===== src/rtl/exp_irq_controller_pkg.sv =====
// Shared types and constants for the external exception sequencer feeding CP0.
package exp_irq_controller_pkg;

  localparam int unsigned DefNumSrc = 3;
  localparam int unsigned DefCauseW = 2;

  // Cause codes as seen in the CP0 cause field.
  localparam logic [DefCauseW-1:0] EXC_SRC0 = 2'd0;
  localparam logic [DefCauseW-1:0] EXC_SRC1 = 2'd1;
  localparam logic [DefCauseW-1:0] EXC_SRC2 = 2'd2;

  typedef enum logic [1:0] {
    StIdle,
    StReq,
    StService
  } exp_state_e;

  function automatic logic [DefCauseW-1:0] src_cause(input int unsigned idx);
    unique case (idx)
      0:       src_cause = EXC_SRC0;
      1:       src_cause = EXC_SRC1;
      default: src_cause = EXC_SRC2;
    endcase
  endfunction

endpackage


===== src/rtl/exp_irq_controller_if.sv =====
// Bundle between the exception controller and its CPU/CP0 side.
interface exp_irq_controller_if #(
  parameter int unsigned NUM_SRC = 3,
  parameter int unsigned CAUSE_W = 2
);
  logic [NUM_SRC-1:0] exp_src;
  logic               exp_block;
  logic               mask_we;
  logic [NUM_SRC-1:0] mask_wdata;
  logic               exp_ack;
  logic               eret;
  logic               exp_req;
  logic [CAUSE_W-1:0] exp_cause;
  logic [NUM_SRC-1:0] pending;
  logic [NUM_SRC-1:0] mask;
  logic [NUM_SRC-1:0] lost;
  logic               in_service;

  modport master (
    output exp_src, exp_block, mask_we, mask_wdata, exp_ack, eret,
    input  exp_req, exp_cause, pending, mask, lost, in_service
  );

  modport slave (
    input  exp_src, exp_block, mask_we, mask_wdata, exp_ack, eret,
    output exp_req, exp_cause, pending, mask, lost, in_service
  );
endinterface


===== src/rtl/exp_src_sync.sv =====
// Per-source synchroniser chain followed by a rising-edge detector.
module exp_src_sync #(
  parameter int unsigned SYNC_STAGES = 2
) (
  input  logic clk_i,
  input  logic rst_ni,
  input  logic src_i,
  output logic rise_o
);

  logic [SYNC_STAGES-1:0] sync_q, sync_d;
  logic                   prev_q;

  always_comb begin
    sync_d = {sync_q[SYNC_STAGES-2:0], src_i};
  end

  always_ff @(posedge clk_i) begin
    if (!rst_ni) begin
      sync_q <= '0;
      prev_q <= 1'b0;
    end else begin
      sync_q <= sync_d;
      prev_q <= sync_q[SYNC_STAGES-1];
    end
  end

  assign rise_o = sync_q[SYNC_STAGES-1] & ~prev_q;

endmodule


===== src/rtl/exp_irq_controller.sv =====
// Latches synchronised exception edges, arbitrates by fixed priority and
// serialises one request at a time into CP0 until ERET.
module exp_irq_controller
  import exp_irq_controller_pkg::*;
#(
  parameter int unsigned        NUM_SRC     = DefNumSrc,
  parameter int unsigned        CAUSE_W     = DefCauseW,
  parameter int unsigned        SYNC_STAGES = 2,
  parameter logic [NUM_SRC-1:0] MASK_RST    = {NUM_SRC{1'b1}}
) (
  input logic                clk,
  input logic                rst,
  exp_irq_controller_if.slave bus
);

  exp_state_e         state_q;
  logic [NUM_SRC-1:0] pending_q, pending_d;
  logic [NUM_SRC-1:0] lost_q, lost_d;
  logic [NUM_SRC-1:0] mask_q;
  logic [CAUSE_W-1:0] cause_q;
  logic               req_q;
  logic               in_service_q;

  logic [NUM_SRC-1:0] rise;
  logic [NUM_SRC-1:0] eligible;
  logic [NUM_SRC-1:0] clr;
  logic [CAUSE_W-1:0] win_cause;

  for (genvar g = 0; g < NUM_SRC; g++) begin : g_sync
    exp_src_sync #(
      .SYNC_STAGES(SYNC_STAGES)
    ) u_sync (
      .clk_i (clk),
      .rst_ni(rst),
      .src_i (bus.exp_src[g]),
      .rise_o(rise[g])
    );
  end

  assign eligible = pending_q & mask_q;

  // Descending scan so the lowest eligible index is the last one written.
  always_comb begin
    win_cause = '0;
    for (int i = int'(NUM_SRC) - 1; i >= 0; i--) begin
      if (eligible[i]) win_cause = CAUSE_W'(src_cause(unsigned'(i)));
    end
  end

  // A fresh edge on the source being acknowledged keeps it pending (set wins).
  always_comb begin
    clr = '0;
    if (state_q == StReq && bus.exp_ack) clr = NUM_SRC'(1) << cause_q;
    pending_d = (pending_q & ~clr) | rise;
    lost_d    = lost_q | (rise & pending_q & ~clr);
  end

  always_ff @(posedge clk) begin
    if (!rst) begin
      state_q      <= StIdle;
      pending_q    <= '0;
      lost_q       <= '0;
      mask_q       <= MASK_RST;
      cause_q      <= CAUSE_W'(EXC_SRC0);
      req_q        <= 1'b0;
      in_service_q <= 1'b0;
    end else begin
      pending_q <= pending_d;
      lost_q    <= lost_d;
      if (bus.mask_we) mask_q <= bus.mask_wdata;
      unique case (state_q)
        StIdle: begin
          if (|eligible && !bus.exp_block) begin
            cause_q <= win_cause;
            req_q   <= 1'b1;
            state_q <= StReq;
          end
        end
        StReq: begin
          if (bus.exp_ack) begin
            req_q        <= 1'b0;
            in_service_q <= 1'b1;
            state_q      <= StService;
          end
        end
        StService: begin
          if (bus.eret) begin
            in_service_q <= 1'b0;
            state_q      <= StIdle;
          end
        end
        default: state_q <= StIdle;
      endcase
    end
  end

  assign bus.exp_req    = req_q;
  assign bus.exp_cause  = cause_q;
  assign bus.pending    = pending_q;
  assign bus.mask       = mask_q;
  assign bus.lost       = lost_q;
  assign bus.in_service = in_service_q;

endmodule


===== src/flat_wrapper.sv =====
// flat-port wrapper written by rule: the top's interface ports become plain ports
module exp_irq_controller_flat import exp_irq_controller_pkg::*;
#(
  parameter int unsigned        NUM_SRC     = DefNumSrc,
  parameter int unsigned        CAUSE_W     = DefCauseW,
  parameter int unsigned        SYNC_STAGES = 2,
  parameter logic [NUM_SRC-1:0] MASK_RST    = {NUM_SRC{1'b1}}
)
  (clk, rst, bus_exp_src, bus_exp_block, bus_mask_we, bus_mask_wdata, bus_exp_ack, bus_eret, bus_exp_req, bus_exp_cause, bus_pending, bus_mask, bus_lost, bus_in_service);
  exp_irq_controller_if #(.NUM_SRC(NUM_SRC), .CAUSE_W(CAUSE_W)) bus_i ();
  input logic clk;
  input logic rst;
  input wire logic [$bits(bus_i.exp_src)-1:0] bus_exp_src;
  input wire logic [$bits(bus_i.exp_block)-1:0] bus_exp_block;
  input wire logic [$bits(bus_i.mask_we)-1:0] bus_mask_we;
  input wire logic [$bits(bus_i.mask_wdata)-1:0] bus_mask_wdata;
  input wire logic [$bits(bus_i.exp_ack)-1:0] bus_exp_ack;
  input wire logic [$bits(bus_i.eret)-1:0] bus_eret;
  output wire logic [$bits(bus_i.exp_req)-1:0] bus_exp_req;
  output wire logic [$bits(bus_i.exp_cause)-1:0] bus_exp_cause;
  output wire logic [$bits(bus_i.pending)-1:0] bus_pending;
  output wire logic [$bits(bus_i.mask)-1:0] bus_mask;
  output wire logic [$bits(bus_i.lost)-1:0] bus_lost;
  output wire logic [$bits(bus_i.in_service)-1:0] bus_in_service;
  assign bus_i.exp_src = bus_exp_src;
  assign bus_i.exp_block = bus_exp_block;
  assign bus_i.mask_we = bus_mask_we;
  assign bus_i.mask_wdata = bus_mask_wdata;
  assign bus_i.exp_ack = bus_exp_ack;
  assign bus_i.eret = bus_eret;
  assign bus_exp_req = bus_i.exp_req;
  assign bus_exp_cause = bus_i.exp_cause;
  assign bus_pending = bus_i.pending;
  assign bus_mask = bus_i.mask;
  assign bus_lost = bus_i.lost;
  assign bus_in_service = bus_i.in_service;
  exp_irq_controller #(.NUM_SRC(NUM_SRC), .CAUSE_W(CAUSE_W), .SYNC_STAGES(SYNC_STAGES), .MASK_RST(MASK_RST)) u_core (.clk(clk), .rst(rst), .bus(bus_i));
endmodule

===== config.mk =====
export PLATFORM = sky130hd
export DESIGN_NAME = exp_irq_controller_flat
export DESIGN_NICKNAME = d
export VERILOG_FILES = /design/src/rtl/exp_irq_controller_pkg.sv /design/src/rtl/exp_irq_controller_if.sv /design/src/rtl/exp_src_sync.sv /design/src/rtl/exp_irq_controller.sv /design/src/flat_wrapper.sv
export SDC_FILE = /design/constraint.sdc
export NUM_CORES = 1
export LEC_CHECK = 0
export ABC_AREA = 0
export BUFFER_PORTS_ARGS = -buffer_cell sky130_fd_sc_hd__buf_2
export CAP_MARGIN = 20
export CORE_ASPECT_RATIO = 0.8
export CORE_MARGIN = 3
export CORE_UTILIZATION = 43
export DETAILED_ROUTE_END_ITERATION = 10
export PLACE_DENSITY_LB_ADDON = 0.25
export SLEW_MARGIN = 40
export SYNTH_ARGS = -nofsm -noshare
export SYNTH_HDL_FRONTEND = slang
export SYNTH_SLANG_ARGS = --single-unit
export TNS_END_PERCENT = 50

===== constraint.sdc =====
create_clock -name clk -period 1.2 [get_ports clk]
set_input_delay 0.12 -clock clk [delete_from_list [all_inputs] [get_ports clk]]
set_output_delay 0.12 -clock clk [all_outputs]
set_load 0.005 [all_outputs]

==> impl_metrics.py, run 1 <==
metrics = {
    "yosys": {
        "yosys_warnings": 0,
        "syn_area_per_cell_um2": 9.87,
        "syn_area_um2": 858,
        "synthMuxAreaShare": 0.0350,
        "syn_inst": 87,
        "synthesis.nets": 99,
        "synth_fa_ha_area_frac": 0,
        "seq_area_frac_synth": 0.560,
        "synth_xor_area_frac": 0,
        "synth-seq-cells": 24,
        "synthSimpleGateAreaFrac": 0.206,
        "synth_compound_area_frac": 0.160,
        "ys_types": 26,
        "synth_top_family_by_area": "simple AND/OR/NAND/NOR gates",
    },
    "floorplanning": {
        "coreArea_um2": 1760,
        "ios": 25,
        "die_h_um": 46.0,
        "die-area_um2": 2570,
        "die_x_um": 56.0,
        "rows": 13,
        "start_util": 0.489,
    },
    "global_routing": {
        "grt_usage": 0.158,
        "antenna_found_initial": 0,
        "grt_pass1_vias": 706,
        "grt_pass1_wl_mm": 3.00,
        "grt-ovfl-total": 0,
        "grt_max_degree": 16,
    },
    "cts": {
        "clk_latency_ps": 310,
        "htreeDepth": 1,
        "clockBufferDepth": 2,
        "clkTransAtPathRegs_ps": 130,
        "numCtsBuffers": 3,
        "cts.sinks": 24,
        "cts-root-buf": "clkbuf_4",
        "cts_tree": "done",
    },
    "final_layout": {
        "area_delta_synth_final_pct": 25.9,
        "layout_common_cells": "24 x buf_2, 23 x dfxtp_1, 13 x nand2_1",
        "diodes": 0,
        "postLayoutCoreUtil": 0.615,
        "layout.cells.non_filler": 140,
        "nNetsFinal": 131,
        "final_common_cell": "buf_2",
        "drive_gt1_frac": 0.305,
    },
    "timing": {
        "fin_crit_sh": 0.980,
        "finalSetupViolCount": 0,
        "clock-skew-final_ps": 2.43,
        "worst_pin_slew_ps": 388,
        "maxSlewHeadroom": 0.739,
        "finalSetupTns_ps": 0,
        "worst_slack_ps": 24.2,
        "rsz0062_at_grt": "true",
        "period_minus_slack_ps": 1180,
        "hold_viol": 0,
        "max_freq_mhz": 850,
        "slew_viol_final": 0,
    },
    "outcome": {
        "status": "finished clean",
    },
    "critical_path": {
        "start_kind": "flop",
        "worst_r2r_path_depth": 3,
        "cp_max_fo": 4,
        "crit_type": "reg -> reg",
        "cp-end-kind": "flop",
        "critPathCapture": "u_core.state_q[0]",
        "r2r-end": "u_core.state_q[0]",
        "cp.required_ps": 1420,
        "worstReg2RegStart": "u_core.state_q[1]",
        "worstPathArrival_ps": 1400,
        "startpoint": "u_core.state_q[1]",
        "rrSetupSlack_ps": 20,
    },
    "routing": {
        "drt-total-wl_mm": 1.83,
        "via_count": 725,
        "ant_nets": 0,
        "post_drt_wl_per_cell_um": 13.0,
        "drt_pass1_iterations": 4,
        "avgViaCountPerCell": 5.18,
        "drt-initial-drc-count": 20,
        "drc": 0,
    },
    "placed_design": {
        "port_buffers": 24,
        "place_congestion": 0.796,
        "dp_cells": 134,
        "hpwl_mm": 1.36,
        "place_ws_ps": -32.5,
    },
    "power": {
        "pwr_density_cell_nw_per_um2": 1320,
        "vdd_ir_drop_max_v": 0.00120,
        "p_leak_nw": 0.475,
    },
    "job": {
        "cap_violations": 0,
    },
    "min_path": {
        "hold_class": "in -> reg",
    },
}
-- kinds of logic (layout without fill, tap and decap cells) --
logic type / Yosys count / in the layout
mux: 3 / 3
simple gates: 34 / 34
flops: 24 / 24
compound gates: 19 / 19
buf+inv: 7 / 38
-- synth_stat cells, drive strengths merged --
master | count | area [um^2]
and2 | 7 | 43.8
nor4b | 2 | 17.5
clkbuf | 2 | 7.51
mux2i | 3 | 30.0
nor3 | 1 | 5.00
nor2 | 5 | 18.8
a211o | 2 | 17.5
o21a | 1 | 7.51
a21oi | 2 | 10.0
dfxtp | 24 | 480
nor2b | 1 | 6.26
a2bb2oi | 1 | 8.76
inv | 4 | 15.0
nand3 | 1 | 5.00
buf | 1 | 11.3
o21ai | 5 | 28.8
a31oi | 1 | 6.26
o41ai | 3 | 26.3
or3 | 1 | 11.3
nor3b | 1 | 7.51
o32ai | 2 | 17.5
nor4 | 1 | 6.26
a22oi | 2 | 15.0
nand2b | 1 | 6.26
nand2 | 13 | 48.8
-- critical path, cell delays in order (launching register included) --
cell     delay, ps
dfxtp_2        350
or3_4          400
a211o_1        270
o41ai_1         70
-- layout make-up --
type	instances	area [um^2]
sequential	24	482
inverter	4	15.0
fill	163	676
multi-input combinational	56	350
clock buffer	4	36.3
timing repair buffer	30	170
tap	22	27.5
-- routing by layer --
metal / wire length [um] / GRT usage
met1: 818 / 0.176
met2: 874 / 0.274
met3: 116 / 0.0623
met4: 17 / 0.0711
met5: 0 / 0
-- through the flow --
stage | cell area (um^2) | power [mW] | hold slack (ps)
2_1_floorplan | 858 | 0.953 | 222
3_3_place_gp | 1020 | 1.02 | 328
3_5_place_dp | 1020 | 1.02 | 331
4_1_cts | 1070 | 1.44 | 3.72
5_1_grt | 1080 | 1.50 | 0.314
6_report | 1080 | 1.43 | 5.41
-- state kept, by name, indices dropped and copies added (netlist names) --
| signal | cells |
|---|---|
| u_core.bus.mask | 3 |
| u_core.bus.lost | 3 |
| u_core.g_sync.u_sync.sync_q | 6 |
| u_core.bus.exp_req | 1 |
| u_core.bus.pending | 3 |
| u_core.g_sync.u_sync.prev_q | 3 |
| u_core.bus.in_service | 1 |
| u_core.state_q | 2 |
| u_core.bus.exp_cause | 2 |
-- where the power goes --
| group | internal, mW | switching, mW | leakage (nW) |
|---|---|---|---|
| clock | 0.185 | 0.237 | 0.0210 |
| combinational | 0.0773 | 0.0695 | 0.257 |
| sequential | 0.834 | 0.0280 | 0.197 |
-- how the worst min path moves through the flow --
stage	end	start	slack, ps	cells past startpoint
after floorplan	u_core.state_q[0]	bus_exp_ack	220	1
after global placement	u_core.g_sync[2].u_sync.sync_q[0]	bus_exp_src[2]	330	2
after detailed placement	u_core.g_sync[2].u_sync.sync_q[0]	bus_exp_src[2]	330	2
after CTS	u_core.g_sync[0].u_sync.sync_q[0]	bus_exp_src[0]	4	2
after global routing	u_core.g_sync[0].u_sync.sync_q[0]	bus_exp_src[0]	0.3	2
final	u_core.g_sync[0].u_sync.sync_q[0]	bus_exp_src[0]	5	2
-- repair_timing --
item                                   CTS  global route
setup buffers                            0             0
setup endpoints to repair                2             5
gates resized for setup                  1             1
hold buffers                             1             1
endpoints found under the hold margin    1             1
No activity file was read; power rests on OpenSTA's default activity.
==> inputs of run 2 (changes only) <==
--- a/config.mk
+++ b/config.mk
@@ -8,9 +8,11 @@
 export ABC_AREA = 0
 export BUFFER_PORTS_ARGS = -buffer_cell sky130_fd_sc_hd__buf_2
 export CAP_MARGIN = 20
+export CELL_PAD_IN_SITES_DETAIL_PLACEMENT = 1
+export CELL_PAD_IN_SITES_GLOBAL_PLACEMENT = 2
 export CORE_ASPECT_RATIO = 0.8
 export CORE_MARGIN = 3
-export CORE_UTILIZATION = 43
+export CORE_UTILIZATION = 26
 export DETAILED_ROUTE_END_ITERATION = 10
 export PLACE_DENSITY_LB_ADDON = 0.25
 export SLEW_MARGIN = 40
==> impl_metrics.py, run 2 (synthesis results as in run 1) <==
metrics = {
    "outcome": {
        "status": "finished clean",
    },
    "global_routing": {
        "grt_usage": 0.112,
        "grt_max_degree": 16,
        "grt_pass1_vias": 782,
        "grt-ovfl-total": 0,
        "antenna_found_initial": 0,
        "grt_pass1_wl_mm": 3.66,
    },
    "timing": {
        "period_minus_slack_ps": 1190,
        "finalSetupViolCount": 0,
        "fin_crit_sh": 0.991,
        "whs_ps": 53.2,
        "finalSetupTns_ps": 0,
        "worst_pin_slew_ps": 269,
        "slew_viol_final": 0,
        "max_freq_mhz": 841,
        "clock-skew-final_ps": 2.67,
        "rsz0062_at_grt": "true",
        "hold_viol": 0,
        "maxSlewHeadroom": 0.819,
    },
    "floorplanning": {
        "start_util": 0.290,
        "die_x_um": 70.2,
        "die_h_um": 57.4,
        "ios": 25,
        "die-area_um2": 4030,
        "coreArea_um2": 2960,
        "rows": 17,
    },
    "final_layout": {
        "final_common_cell": "buf_2",
        "layout.cells.non_filler": 161,
        "regMostFlops": "u_core.g_sync.u_sync.sync_q",
        "final.fill_count": 345,
        "nNetsFinal": 136,
        "area_delta_synth_final_pct": 40.8,
        "drive_gt1_frac": 0.390,
        "diodes": 0,
        "largest_reg_flops": 6,
        "layout_common_cells": "24 x buf_2, 22 x dfxtp_1, 13 x nand2_1",
    },
    "power": {
        "sw_frac_of_total": 0.210,
        "pwr_density_cell_nw_per_um2": 1430,
        "power_frac_comb": 0.096,
        "internal_power_mw": 1.37,
        "p_leak_nw": 0.531,
        "finalPower_mw": 1.73,
        "p_sw_mw": 0.362,
        "power_frac_clock": 0.406,
        "seq_power_share": 0.497,
        "vdd_ir_drop_max_v": 0.000675,
    },
    "routing": {
        "drt_pass1_iterations": 4,
        "post_drt_wl_per_cell_um": 13.0,
        "via_count": 764,
        "drt-initial-drc-count": 4,
        "drc": 0,
        "avgViaCountPerCell": 4.75,
        "ant_nets": 0,
        "drt-total-wl_mm": 2.09,
    },
    "cts": {
        "ctsHoldBuffers": 0,
        "clkTransAtPathRegs_ps": 90,
        "clockBufferDepth": 2,
        "cts.sinks": 24,
        "numCtsBuffers": 3,
        "htreeDepth": 1,
        "clk_latency_ps": 260,
        "cts-root-buf": "clkbuf_8",
        "cts_tree": "done",
    },
    "placed_design": {
        "hpwl_mm": 1.63,
        "dp_cells": 156,
        "port_buffers": 24,
        "place_congestion": 0.785,
    },
    "critical_path": {
        "worstReg2RegStart": "u_core.state_q[0]",
        "cp.required_ps": 1370,
        "crit_type": "reg -> reg",
        "worstPathArrival_ps": 1360,
        "cp_max_fo": 4,
        "start_kind": "flop",
        "cp-end-kind": "flop",
        "startpoint": "u_core.state_q[0]",
    },
    "min_path": {
        "hold_class": "in -> reg",
        "hold_start": "bus_exp_src[2]",
    },
    "job": {
        "cap_violations": 0,
    },
}
-- run 2: cell count changes in the layout (fill, tap and decap cells not counted), sizes merged --
cell | previous run | this run
buf | 28 | 35
bufinv | 0 | 1
clkbuf | 4 | 3
dlygate4sd3 | 2 | 0
-- run 2: cell type report --
type,instances,area (um^2),share of cell area
well taps,38,47.5,0.0393
repair buffers,35,203,0.168
clock buffers,3,41.3,0.0342
clock inverters,1,30.0,0.0248
inverters,4,15.0,0.0124
flip-flops and latches,24,485,0.402
multi-input cells,56,387,0.320
-- run 2: power by group through the flow --
stage	combinational (mW)	clock (mW)	sequential, mW
floorplan	0.0753	0	0.877
global placement	0.158	0	0.877
detailed placement	0.161	0	0.878
CTS	0.162	0.724	0.860
global route	0.188	0.760	0.867
finish	0.166	0.702	0.859
-- run 2: worst paths after layout --
| check | to | slack, ps | cells past startpoint |
|---|---|---|---|
| setup / recovery | u_core.state_q[0] | 10 | 3 |
| hold reg to reg | u_core.g_sync[2].u_sync.sync_q[1] | 440 | 1 |
| setup reg to reg | u_core.state_q[0] | 10 | 3 |
| hold / removal | u_core.g_sync[2].u_sync.sync_q[0] | 50 | 2 |
-- run 2: through the flow --
stage	setup slack, ps	utilization	instance area (um^2)
2_1_floorplan	2.55	-	858
3_3_place_gp	-12.3	0.366	1080
3_5_place_dp	-99.7	0.366	1080
4_1_cts	-4.61	0.393	1160
5_1_grt	-37.2	0.409	1210
6_report	10.8	0.409	1210
-- run 2: what timing repair did --
action,CTS,global route
pin swaps,0,2
setup buffers,0,1
hold endpoints to repair,0,0
endpoints found under the setup margin,3,7
resized for setup,2,7
-- run 2: metal layers --
layer	up-vias	GRT usage	wire length [um]	share of wire
met2	15	0.192	987	0.47
met3	2	0.0440	108	0.052
met1	373	0.134	972	0.47
met5	-	0	0	0
met4	0	0.0164	17	0.0082
li1	374	-	-	-
-- run 2: critical path, cell delays in order, from the launching register on --
cell and delay (ps):
dfxtp_2 340, or3_4 380, a211o_1 320, o41ai_2 60
==> inputs of run 3 (changes only) <==
--- a/config.mk
+++ b/config.mk
@@ -18,5 +18,6 @@
 export SLEW_MARGIN = 40
 export SYNTH_ARGS = -nofsm -noshare
 export SYNTH_HDL_FRONTEND = slang
+export SYNTH_HIERARCHICAL = 1
 export SYNTH_SLANG_ARGS = --single-unit
 export TNS_END_PERCENT = 50
==> impl_metrics.py, run 3 <==
metrics = {
    "outcome": {
        "status": "finished clean",
    },
    "final_layout": {
        "diodes": 0,
        "nNetsFinal": 139,
        "postLayoutCoreUtil": 0.383,
        "layout.cells.non_filler": 166,
        "final.fill_count": 385,
        "area_delta_synth_final_pct": 37.1,
        "largest_reg_flops": 6,
        "final_common_cell": "buf_2",
        "layout_common_cells": "24 x buf_2, 22 x dfxtp_1, 11 x buf_4",
        "drive_gt1_frac": 0.381,
        "regMostFlops": "u_core/g_sync.u_sync/sync_q",
    },
    "timing": {
        "period_minus_slack_ps": 1160,
        "fin_crit_sh": 0.968,
        "slew_viol_final": 0,
        "maxSlewHeadroom": 0.802,
        "max_freq_mhz": 861,
        "hold_viol": 0,
        "clock-skew-final_ps": 2.10,
        "finalSetupTns_ps": 0,
        "rsz0062_at_grt": "true",
        "finalSetupViolCount": 0,
        "worst_slack_ps": 38.9,
        "worst_pin_slew_ps": 296,
    },
    "floorplanning": {
        "die_x_um": 71.0,
        "coreArea_um2": 3150,
        "ios": 25,
        "start_util": 0.279,
        "die-area_um2": 4120,
        "die_h_um": 58.0,
        "rows": 18,
    },
    "critical_path": {
        "crit_type": "reg -> reg",
        "cp.required_ps": 1360,
        "cp_max_fo": 4,
        "rrSetupSlack_ps": 40,
        "start_kind": "flop",
        "worst_r2r_path_depth": 3,
        "worstPathArrival_ps": 1320,
        "cp-end-kind": "flop",
    },
    "global_routing": {
        "grt_pass1_wl_mm": 3.59,
        "antenna_found_initial": 0,
        "grt_usage": 0.112,
        "grt_max_degree": 15,
        "grt_pass1_vias": 774,
        "grt-ovfl-total": 0,
    },
    "yosys": {
        "synth-seq-cells": 24,
        "synthTopCellsByArea": "dfxtp_1 55%, and2_1 6.4%, nor2b_4 4.7%, nand2_1 4.3%, a21oi_1 3.4%",
        "seq_area_frac_synth": 0.546,
        "synthesis.nets": 100,
        "syn_inst": 88,
        "synth.most_common_cell": "dfxtp_1",
        "async_flop_share": 0,
        "syn_area_um2": 880,
        "syn_area_per_cell_um2": 10.0,
        "synth_top_area_frac": 0.546,
        "synth_edf_count": 0,
        "synth_top_cells_by_count": "24 x dfxtp_1, 10 x nand2_1, 9 x and2_1, 6 x a21oi_1, 6 x o21ai_0",
        "ys_types": 25,
        "yosys_warnings": 6,
        "synth_area_leader_cell": "dfxtp_1",
        "ys.flop_type": "dfxtp_1",
    },
    "routing": {
        "post_drt_wl_per_cell_um": 12.8,
        "drt-total-wl_mm": 2.13,
        "drt_pass1_iterations": 4,
        "drt-initial-drc-count": 11,
        "via_count": 754,
        "ant_nets": 0,
        "drc": 0,
        "avgViaCountPerCell": 4.54,
    },
    "cts": {
        "cts.sinks": 24,
        "htreeDepth": 1,
        "clk_latency_ps": 260,
        "numCtsBuffers": 3,
        "cts_tree": "done",
        "cts-root-buf": "clkbuf_8",
        "clkTransAtPathRegs_ps": 80,
        "clockBufferDepth": 2,
    },
    "job": {
        "cap_violations": 0,
    },
    "power": {
        "pwr_density_cell_nw_per_um2": 1430,
        "vdd_ir_drop_max_v": 0.000637,
        "p_leak_nw": 0.533,
    },
    "min_path": {
        "min_path_cells": 2,
        "hold_class": "in -> reg",
    },
    "placed_design": {
        "place_congestion": 0.708,
        "hpwl_mm": 1.69,
        "dp_cells": 160,
        "port_buffers": 24,
        "place_ws_ps": -7.36,
    },
}
==> run 3: cell types whose count changed in the layout (fill, tap and decap cells not counted), moves of 2 or more <==
cell / change
o21ai_0: +2
nor2b_4: +3
o41ai_2: -2
a21oi_1: +3
and2_1: +2
o32ai_1: -2
nand2_1: -3
==> run 3: cell type report <==
| cell class | instances | area [um^2] | share of cell area |
|---|---|---|---|
| flip-flops and latches | 24 | 483 | 0.400 |
| multi-input cells | 59 | 384 | 0.318 |
| repair buffers | 35 | 203 | 0.168 |
| well taps | 40 | 50.0 | 0.0415 |
| clock buffers | 3 | 41.3 | 0.0342 |
| clock inverters | 1 | 30.0 | 0.0249 |
| inverters | 4 | 15.0 | 0.0124 |
==> run 3: per-layer routing <==
metal	track usage	part of all wire	vias up
met5	0	0	-
li1	-	-	378
met1	0.140	0.48	354
met4	0.0161	0.0061	0
met2	0.189	0.45	20
met3	0.0451	0.065	2
==> run 3: final timing paths <==
path,startpoint,end
setup / recovery,u_core/state_q[0],u_core/state_q[0]
hold / removal,bus_exp_src[1],u_core/g_sync[1].u_sync/sync_q[0]
setup reg to reg,u_core/state_q[0],u_core/state_q[0]
hold reg to reg,u_core/g_sync[0].u_sync/sync_q[0],u_core/g_sync[0].u_sync/sync_q[1]
==> run 3: metrics by stage <==
stage,total power [mW],hold slack [ps],cell area [um^2]
6_report,1.72,59.4,1210
5_1_grt,1.81,57.6,1210
4_1_cts,1.75,53.2,1190
3_5_place_dp,1.05,333,1110
3_3_place_gp,1.04,326,1110
2_1_floorplan,0.951,222,880
==> run 3: report_power, final <==
group          switching [mW]  internal (mW)  total [mW]  leakage (nW)
Clock                   0.247          0.445       0.692        0.0357
Sequential             0.0241          0.833       0.857         0.197
Combinational          0.0811         0.0927       0.174         0.300
Total                   0.352           1.37        1.72         0.533
==> run 3: worst max-delay path, stage by stage, from the launching register on <==
cell and delay (ps):
dfxtp_2 340, or3_4 380, a211o_2 280, o41ai_1 60
==> run 3: repair_timing <==
action                                 in CTS  in global routing
resized for setup                           2                  2
pin swaps                                   0                  2
setup endpoints to repair                   2                  4
hold buffers                                0                  0
endpoints found under the hold margin       0                  0
setup buffers                               1                  1
==> run 3: logic make-up (layout without fill, tap and decap cells) <==
family          after synthesis  count (layout)  synth area share
flops                        24              24             0.546
simple gates                 34              34             0.239
mux                           3               3            0.0341
compound gates               22              22             0.159
buf+inv                       5              43            0.0213
